$ cat src/rtl/led_chain_driver.sv
// Serial driver for daisy-chained 12-bit grayscale LED drivers: fetches per-channel words from a
// synchronous frame buffer and shifts them out on C_LANES chains with a shared sclk and latch.

module led_lane_shift #(
  parameter int C_BPC       = 12,
  parameter int C_MSB_FIRST = 1
) (
  input  logic             i_clk,
  input  logic             i_rst_n,
  input  logic             load,
  input  logic             shift,
  input  logic [C_BPC-1:0] din,
  output logic             dout
);
  logic [C_BPC-1:0] sr_q;

  always_ff @(posedge i_clk or negedge i_rst_n) begin
    if (!i_rst_n)   sr_q <= '0;
    else if (load)  sr_q <= din;
    else if (shift) sr_q <= (C_MSB_FIRST != 0) ? (sr_q << 1) : (sr_q >> 1);
  end

  assign dout = (C_MSB_FIRST != 0) ? sr_q[C_BPC-1] : sr_q[0];
endmodule

module led_chain_driver #(
  parameter int C_LANES        = 2,
  parameter int C_CHANNELS     = 480,
  parameter int C_ADDR_W       = $clog2(C_CHANNELS),
  parameter int C_BPC          = 12,
  parameter int C_MSB_FIRST    = 1,
  parameter int C_CLK_DIV      = 2,
  parameter int C_LAT_CYCLES   = 2,
  parameter int C_FRAME_PERIOD = 16666
) (
  input  logic                     i_clk,
  input  logic                     i_rst_n,
  input  logic                     i_trig_mode,
  input  logic                     i_start,
  input  logic [C_LANES*C_BPC-1:0] i_data,
  output logic [C_ADDR_W-1:0]      o_addr,
  output logic                     o_sclk,
  output logic [C_LANES-1:0]       o_dai,
  output logic                     o_lat,
  output logic                     o_busy,
  output logic                     o_done,
  output logic                     o_overrun
);
  localparam int PER_W = (C_FRAME_PERIOD > 1) ? $clog2(C_FRAME_PERIOD) : 1;
  localparam int PH_W  = $clog2(2*C_CLK_DIV);
  localparam int BIT_W = (C_BPC > 1) ? $clog2(C_BPC) : 1;
  localparam int LAT_W = (C_LAT_CYCLES > 1) ? $clog2(C_LAT_CYCLES) : 1;

  localparam logic [PER_W-1:0]    PER_LAST  = PER_W'(C_FRAME_PERIOD-1);
  localparam logic [PH_W-1:0]     PH_LAST   = PH_W'(2*C_CLK_DIV-1);
  localparam logic [PH_W-1:0]     PH_HI     = PH_W'(C_CLK_DIV);
  localparam logic [BIT_W-1:0]    BIT_LAST  = BIT_W'(C_BPC-1);
  localparam logic [LAT_W-1:0]    LAT_LAST  = LAT_W'(C_LAT_CYCLES-1);
  localparam logic [C_ADDR_W-1:0] ADDR_LAST = C_ADDR_W'(C_CHANNELS-1);

  typedef enum logic [1:0] {IDLE, FETCH, SHIFT, LATCH} state_t;

  state_t               state_q, state_d;
  logic [PER_W-1:0]     per_q;
  logic [C_ADDR_W-1:0]  addr_q, addr_d;
  logic                 fetch_q, fetch_d;
  logic [BIT_W-1:0]     bit_q, bit_d;
  logic [PH_W-1:0]      ph_q, ph_d;
  logic [LAT_W-1:0]     lat_q, lat_d;
  logic                 mode_q, mode_d;
  logic                 sclk_q, sclk_d;
  logic                 latp_q, latp_d;
  logic                 busy_q, busy_d;
  logic                 done_q, done_d;
  logic                 ovr_q, ovr_d;
  logic                 sh_en_q, sh_en_d;
  logic                 load, shift;
  logic                 eff_mode, start_ev;

  logic [C_LANES-1:0][C_BPC-1:0] lane_data;
  logic [C_LANES-1:0]            lane_bit;

  assign lane_data = i_data;

  // Mode is only followed while idle; a frame in flight keeps the mode it started with.
  assign eff_mode = (state_q == IDLE) ? i_trig_mode : mode_q;
  assign start_ev = eff_mode ? i_start : (per_q == '0);

  always_ff @(posedge i_clk or negedge i_rst_n) begin
    if (!i_rst_n)              per_q <= '0;
    else if (per_q == PER_LAST) per_q <= '0;
    else                       per_q <= per_q + PER_W'(1);
  end

  always_comb begin
    state_d = state_q;
    addr_d  = addr_q;
    fetch_d = fetch_q;
    bit_d   = bit_q;
    ph_d    = ph_q;
    lat_d   = lat_q;
    mode_d  = mode_q;
    load    = 1'b0;
    shift   = 1'b0;
    done_d  = 1'b0;
    ovr_d   = start_ev && (state_q != IDLE);
    case (state_q)
      IDLE: begin
        mode_d = i_trig_mode;
        if (start_ev) begin
          state_d = FETCH;
          addr_d  = '0;
          fetch_d = 1'b0;
        end
      end
      FETCH: begin
        // read data is valid in the second cycle; capture at its end
        if (fetch_q) begin
          state_d = SHIFT;
          load    = 1'b1;
          bit_d   = '0;
          ph_d    = '0;
        end else begin
          fetch_d = 1'b1;
        end
      end
      SHIFT: begin
        if (ph_q == PH_LAST) begin
          ph_d = '0;
          if (bit_q == BIT_LAST) begin
            if (addr_q == ADDR_LAST) begin
              state_d = LATCH;
              lat_d   = '0;
            end else begin
              state_d = FETCH;
              addr_d  = addr_q + C_ADDR_W'(1);
              fetch_d = 1'b0;
            end
          end else begin
            bit_d = bit_q + BIT_W'(1);
            shift = 1'b1;
          end
        end else begin
          ph_d = ph_q + PH_W'(1);
        end
      end
      LATCH: begin
        if (lat_q == LAT_LAST) begin
          state_d = IDLE;
          done_d  = 1'b1;
        end else begin
          lat_d = lat_q + LAT_W'(1);
        end
      end
      default: state_d = IDLE;
    endcase
    // Serial outputs come straight from flops so the chain never sees decode glitches.
    sclk_d  = (state_d == SHIFT) && (ph_d >= PH_HI);
    sh_en_d = (state_d == SHIFT);
    latp_d  = (state_d == LATCH);
    busy_d  = (state_d != IDLE);
  end

  always_ff @(posedge i_clk or negedge i_rst_n) begin
    if (!i_rst_n) begin
      state_q <= IDLE;
      addr_q  <= '0;
      fetch_q <= 1'b0;
      bit_q   <= '0;
      ph_q    <= '0;
      lat_q   <= '0;
      mode_q  <= 1'b0;
      sclk_q  <= 1'b0;
      sh_en_q <= 1'b0;
      latp_q  <= 1'b0;
      busy_q  <= 1'b0;
      done_q  <= 1'b0;
      ovr_q   <= 1'b0;
    end else begin
      state_q <= state_d;
      addr_q  <= addr_d;
      fetch_q <= fetch_d;
      bit_q   <= bit_d;
      ph_q    <= ph_d;
      lat_q   <= lat_d;
      mode_q  <= mode_d;
      sclk_q  <= sclk_d;
      sh_en_q <= sh_en_d;
      latp_q  <= latp_d;
      busy_q  <= busy_d;
      done_q  <= done_d;
      ovr_q   <= ovr_d;
    end
  end

  for (genvar k = 0; k < C_LANES; k++) begin : g_lane
    led_lane_shift #(
      .C_BPC       (C_BPC),
      .C_MSB_FIRST (C_MSB_FIRST)
    ) u_lane (
      .i_clk   (i_clk),
      .i_rst_n (i_rst_n),
      .load    (load),
      .shift   (shift),
      .din     (lane_data[k]),
      .dout    (lane_bit[k])
    );
  end

  assign o_addr    = addr_q;
  assign o_sclk    = sclk_q;
  assign o_dai     = lane_bit & {C_LANES{sh_en_q}};
  assign o_lat     = latp_q;
  assign o_busy    = busy_q;
  assign o_done    = done_q;
  assign o_overrun = ovr_q;
endmodule

$ cat config.mk
export PLATFORM = sky130hd
export DESIGN_NAME = led_chain_driver
export DESIGN_NICKNAME = d
export VERILOG_FILES = /design/src/rtl/led_chain_driver.sv
export SDC_FILE = /design/constraint.sdc
export NUM_CORES = 1
export LEC_CHECK = 0
export ABC_AREA = 1
export CAP_MARGIN = 10
export CORE_MARGIN = 4
export CORE_UTILIZATION = 45
export CTS_CLUSTER_DIAMETER = 100
export CTS_CLUSTER_SIZE = 24
export DETAILED_ROUTE_END_ITERATION = 10
export PLACE_DENSITY = 0.67
export SYNTH_ARGS = -nofsm -noshare
export SYNTH_HDL_FRONTEND = slang
export SYNTH_SLANG_ARGS = --single-unit
$ cat constraint.sdc
create_clock -name i_clk -period 2.5 [get_ports i_clk]
set_input_delay 0.75 -clock i_clk [delete_from_list [all_inputs] [get_ports i_clk]]
set_output_delay 0.75 -clock i_clk [all_outputs]
set_load 0.01 [all_outputs]
* Word level (Yosys, flattened, before mapping)
Cells that the tools add are included.
Operators by class: order comparisons 1, muxes and demuxes 43, equal/unequal tests 16, reduce and logical (&&, ||, !) cells 15, bitwise logic cells 1, add/subtract/negate cells 5
Operator list (number):
- $mux 12 | 4
- $mux 9 | 4
- $pmux 9 s2 | 1
- $mux 1 | 17
- $mux 2 | 8
- $add 15x1->15 const B | 1
- $eq 15x15->1 const B | 1
- $logic_not 15->1 | 1
- $mux 15 | 1
- $ne 2x2->1 const B | 7
- $mux 4 | 3
- $reduce_bool 2->1 | 6
- $eq 2x2->1 const B | 5
- $reduce_and 5->1 | 2
- $add 9x1->9 const B | 1
- $eq 9x9->1 const B | 1
- $pmux 2 s4 | 1
- $pmux 4 s2 | 1
- $reduce_and 4->1 | 2
- $add 4x1->4 const B | 1
- $eq 4x4->1 const B | 1
- $pmux 2 s2 | 1
- $pmux 1 s3 | 1
- $reduce_bool 3->1 | 1
- other kinds (8) | 9
Word-level totals: output and inout port bits 16, register bits after elaboration 65, input bits 28

* Longest topological paths before layout
word-level depth 7, gate-level depth with buffers 12

* By module
From an unflattened synthesis, not the netlist that was laid out.
Unflattened totals: cell total of the unflattened synthesis 409, area total of the unflattened synthesis 3429.5 um^2
By module, submodules not included:
- led_chain_driver | sequential area each 1026.0 um^2, times used 1, cells each 279, area an instance 2331.0 um^2
- led_lane_shift | sequential area each 300.3 um^2, times used 2, cells each 65, area an instance 549.3 um^2

* Least setup slack after synthesis
Ideal clock, no wire load.
path type input-to-reg, from input port i_trig_mode, to register addr_q[2], in the netlist o_addr[2], path slack 0.876 ns, required time 2.382 ns, arrival 1.506 ns, stages on the path 9, buffers on the path 1, path through inv_1 > nand2_1 > o21ai_1 > nand3_1 > nand3_2 > nand2_2 > buf_6 > nand2_1 > o21ai_2
On the way: word-level cells in the longest chain between the ends 4
RTL lines:
- start: declaration | RTL line 38 | input logic i_trig_mode,
- $mux 1
- $mux 1 | RTL line 87 | assign start_ev = eff_mode ? i_start : (per_q == '0);
- $ne 2x2->1 (no source line)
- $reduce_and 5->1 (no source line)
- end signal: assignment | RTL line 181 | addr_q <= addr_d;
- end: declaration | RTL line 65 | logic [C_ADDR_W-1:0] addr_q, addr_d;
No other way between the ends. A chain may end at the register's enable or synchronous reset.

* Worst setup path in the final report
from register addr_q[4], in the netlist o_addr[4], to output port o_addr[4]
RTL lines:
- end: declaration | RTL line 41 | output logic [C_ADDR_W-1:0] o_addr,
No word-level cell between the ends.

==> out/results.ini <==
[timing]
tns_ps=0
worst_slew_pin_slew_ps=396
skew_ps=8.51
finalCriticalPeriod_ps=2150
setup_viol=0
relSlewSlack=0.736
maxSlewViolCount=0
hold_viol=0
fmax_mhz=465
rsz0062_at_grt=no
fin_crit_sh=0.861

[die]
rows=30
dieArea_um2=8780
ios=44
start_util=0.473
die_h_um=93.7
die_w_um=93.7
core_um2=6980

[critical_path]
path_depth=1
critPathMaxStageDelay_ps=590
crit_required_ps=1750
cp_num_buf_inv=1
worstRegToRegCells=9
crit_type=register to primary output
critPathMaxFanout=7
crit_slowest_cell=clkdlybuf4s50_1
cp-start-kind=register
crit_arrival_ps=1400
path_delay_family=buffers and inverters
cp_cell_sequence=clkdlybuf4s50_1
critPathCaptureType=primary output

[clocking]
cts_setup_buffers=0
htree_levels=3
clk_latency_ps=340
cts_tree=built
path_clk_slew_ps=70
clk_path_buf_depth=2
holdBufCountCts=0
cts_resized=0
root_buffer=clkbuf_8
cts_sinks=65
numCtsBuffers=9

[grt]
grt_max_degree=66
grt_pass1_wl_um=12000
grt_pass1_vias=2626
grt_usage=0.173
antenna_found_initial=0
grt.overflow.total=0

[cells_and_area]
area_growth_pct=22.0
layout_common_cells=nand2_1 (106), dfrtp_1 (65), nor2_1 (58)
design_area_um2=4030
mostFrequentLayoutCell=nand2_1
diodes=0
utilization=0.577
layout-drive-gt1-share=0.0786
nets=492

[logic_synthesis]
syn_area_um2=3310
ys_seq_elements=65
syn-num-nets=443
synthDistinctLibCells=36
ys_warn_count=0
ys_seq_area_frac=0.492
synthCells=405
avgSynthCellArea_um2=8.16

[power_and_ir_drop]
p_leak_uw=0.00194
combPwrFrac=0.356
p_int_uw=2240
clockPowerShare=0.230
switchingPower_uw=1310
vdd_drop_max_uv=439
power_density_nw_per_um2=881
p_sw_frac=0.369
p_seq_frac=0.414

[drt]
viasPerCell=4.84
drt.antenna.violating_nets=0
avgRoutedWirePerCell_um=12.0
first_pass_iters=5
drc=0
wirelength_um=6670
drt-initial-drc-count=113
dr_total_vias=2680

[placement]
numPortBuffers=43
place_congestion=0.816
post-dp-hpwl_um=4700
dpl_cell_area_um2=3850

[run]
maxCapViolations=0

[worst_hold_path]
worstHoldPathType=input pin to async pin

[run_status]
status=complete, no violations

-- per-stage QoR --
| stage | cells | power [uW] | setup slack [ps] | hold slack, ps |
|---|---|---|---|---|
| finish | 554 | 3550 | 347 | 411 |
| global route | 554 | 3860 | 201 | 443 |
| CTS | 554 | 3590 | 323 | 427 |
| detailed placement | 539 | 2760 | 223 | 489 |
| global placement | 539 | 2720 | 270 | 473 |
| floorplan | 405 | 2400 | 876 | 449 |
-- synth_stat cells --
cell / n / share of area
a21boi_1: 1 / 0.0023
a21oi_1: 1 / 0.0015
a21oi_2: 1 / 0.0026
a21oi_4: 1 / 0.0049
a31oi_1: 23 / 0.044
a32oi_1: 1 / 0.0026
buf_2: 5 / 0.0076
buf_6: 1 / 0.0034
clkbuf_1: 4 / 0.0045
clkinv_1: 1 / 0.0011
dfrtp_1: 65 / 0.49
ha_1: 10 / 0.038
inv_1: 45 / 0.051
inv_2: 3 / 0.0034
nand2_1: 106 / 0.12
nand2_2: 5 / 0.0095
nand3_1: 15 / 0.023
nand3_2: 2 / 0.0061
nand3b_1: 3 / 0.0068
nand4_1: 8 / 0.015
nor2_1: 58 / 0.066
nor2_2: 2 / 0.0038
nor3_1: 6 / 0.0091
nor3b_1: 2 / 0.0045
nor4_1: 2 / 0.0038
o21a_1: 1 / 0.0023
o21ai_0: 6 / 0.0091
o21ai_1: 6 / 0.0091
o21ai_2: 2 / 0.0053
o21bai_1: 1 / 0.0023
o22ai_1: 1 / 0.0019
o31ai_1: 1 / 0.0023
o41ai_1: 1 / 0.0026
or2_0: 1 / 0.0019
xnor2_1: 3 / 0.0079
xor2_1: 11 / 0.029
-- power groups by stage --
stage | Combinational, uW | Sequential [uW] | Clock, uW
final | 1260 | 1470 | 818
after global placement | 1240 | 1480 | 0
after floorplan | 937 | 1460 | 0
after global routing | 1470 | 1500 | 881
after CTS | 1280 | 1470 | 844
after detailed placement | 1280 | 1480 | 0
-- cell type report --
class	count	area, um^2
Fill cell	664	2950
Sequential cell	65	1630
Multi-Input combinational cell	281	1440
Timing Repair Buffer	48	475
Inverter	49	184
Clock buffer	13	169
Tap cell	96	120
Clock inverter	2	12.5
-- per-layer routing --
layer | wire length [um] | track usage
met1 | 3160 | 0.223
met2 | 3110 | 0.276
met3 | 274 | 0.0513
met4 | 120 | 0.0602
met5 | 0 | 0
-- logic make-up after synthesis --
group / Yosys count / synth area share
DFF: 65 / 0.492
adders and majority gates: 10 / 0.0379
xor gates and xnor gates: 14 / 0.0371
AOI/OAI and AO/OA: 47 / 0.0924
and+or+nand+nor: 210 / 0.269
buffers and inverters: 59 / 0.0712
-- sequential cells by signal (all words and copies together), names as in the netlist, 2 cells and up --
signal and cells:
g_lane.u_lane.sr_q 24, per_q 15, o_addr 9, bit_q 4
ph_q 2, state_q 2
-- final timing paths --
kind | start | endpoint | slack [ps]
worst max-delay path | o_addr[4] | o_addr[4] | 350
worst min-delay path | i_rst_n | per_q[5] | 410
worst max register to register | state_q[0] | o_addr[5] | 460
worst min register to register | lat_q | o_done | 490
max in group asynchronous | i_rst_n | o_addr[3] | 1800
min in group i_clk | lat_q | o_done | 490
Note: power is estimated with default switching activity, not from simulation.
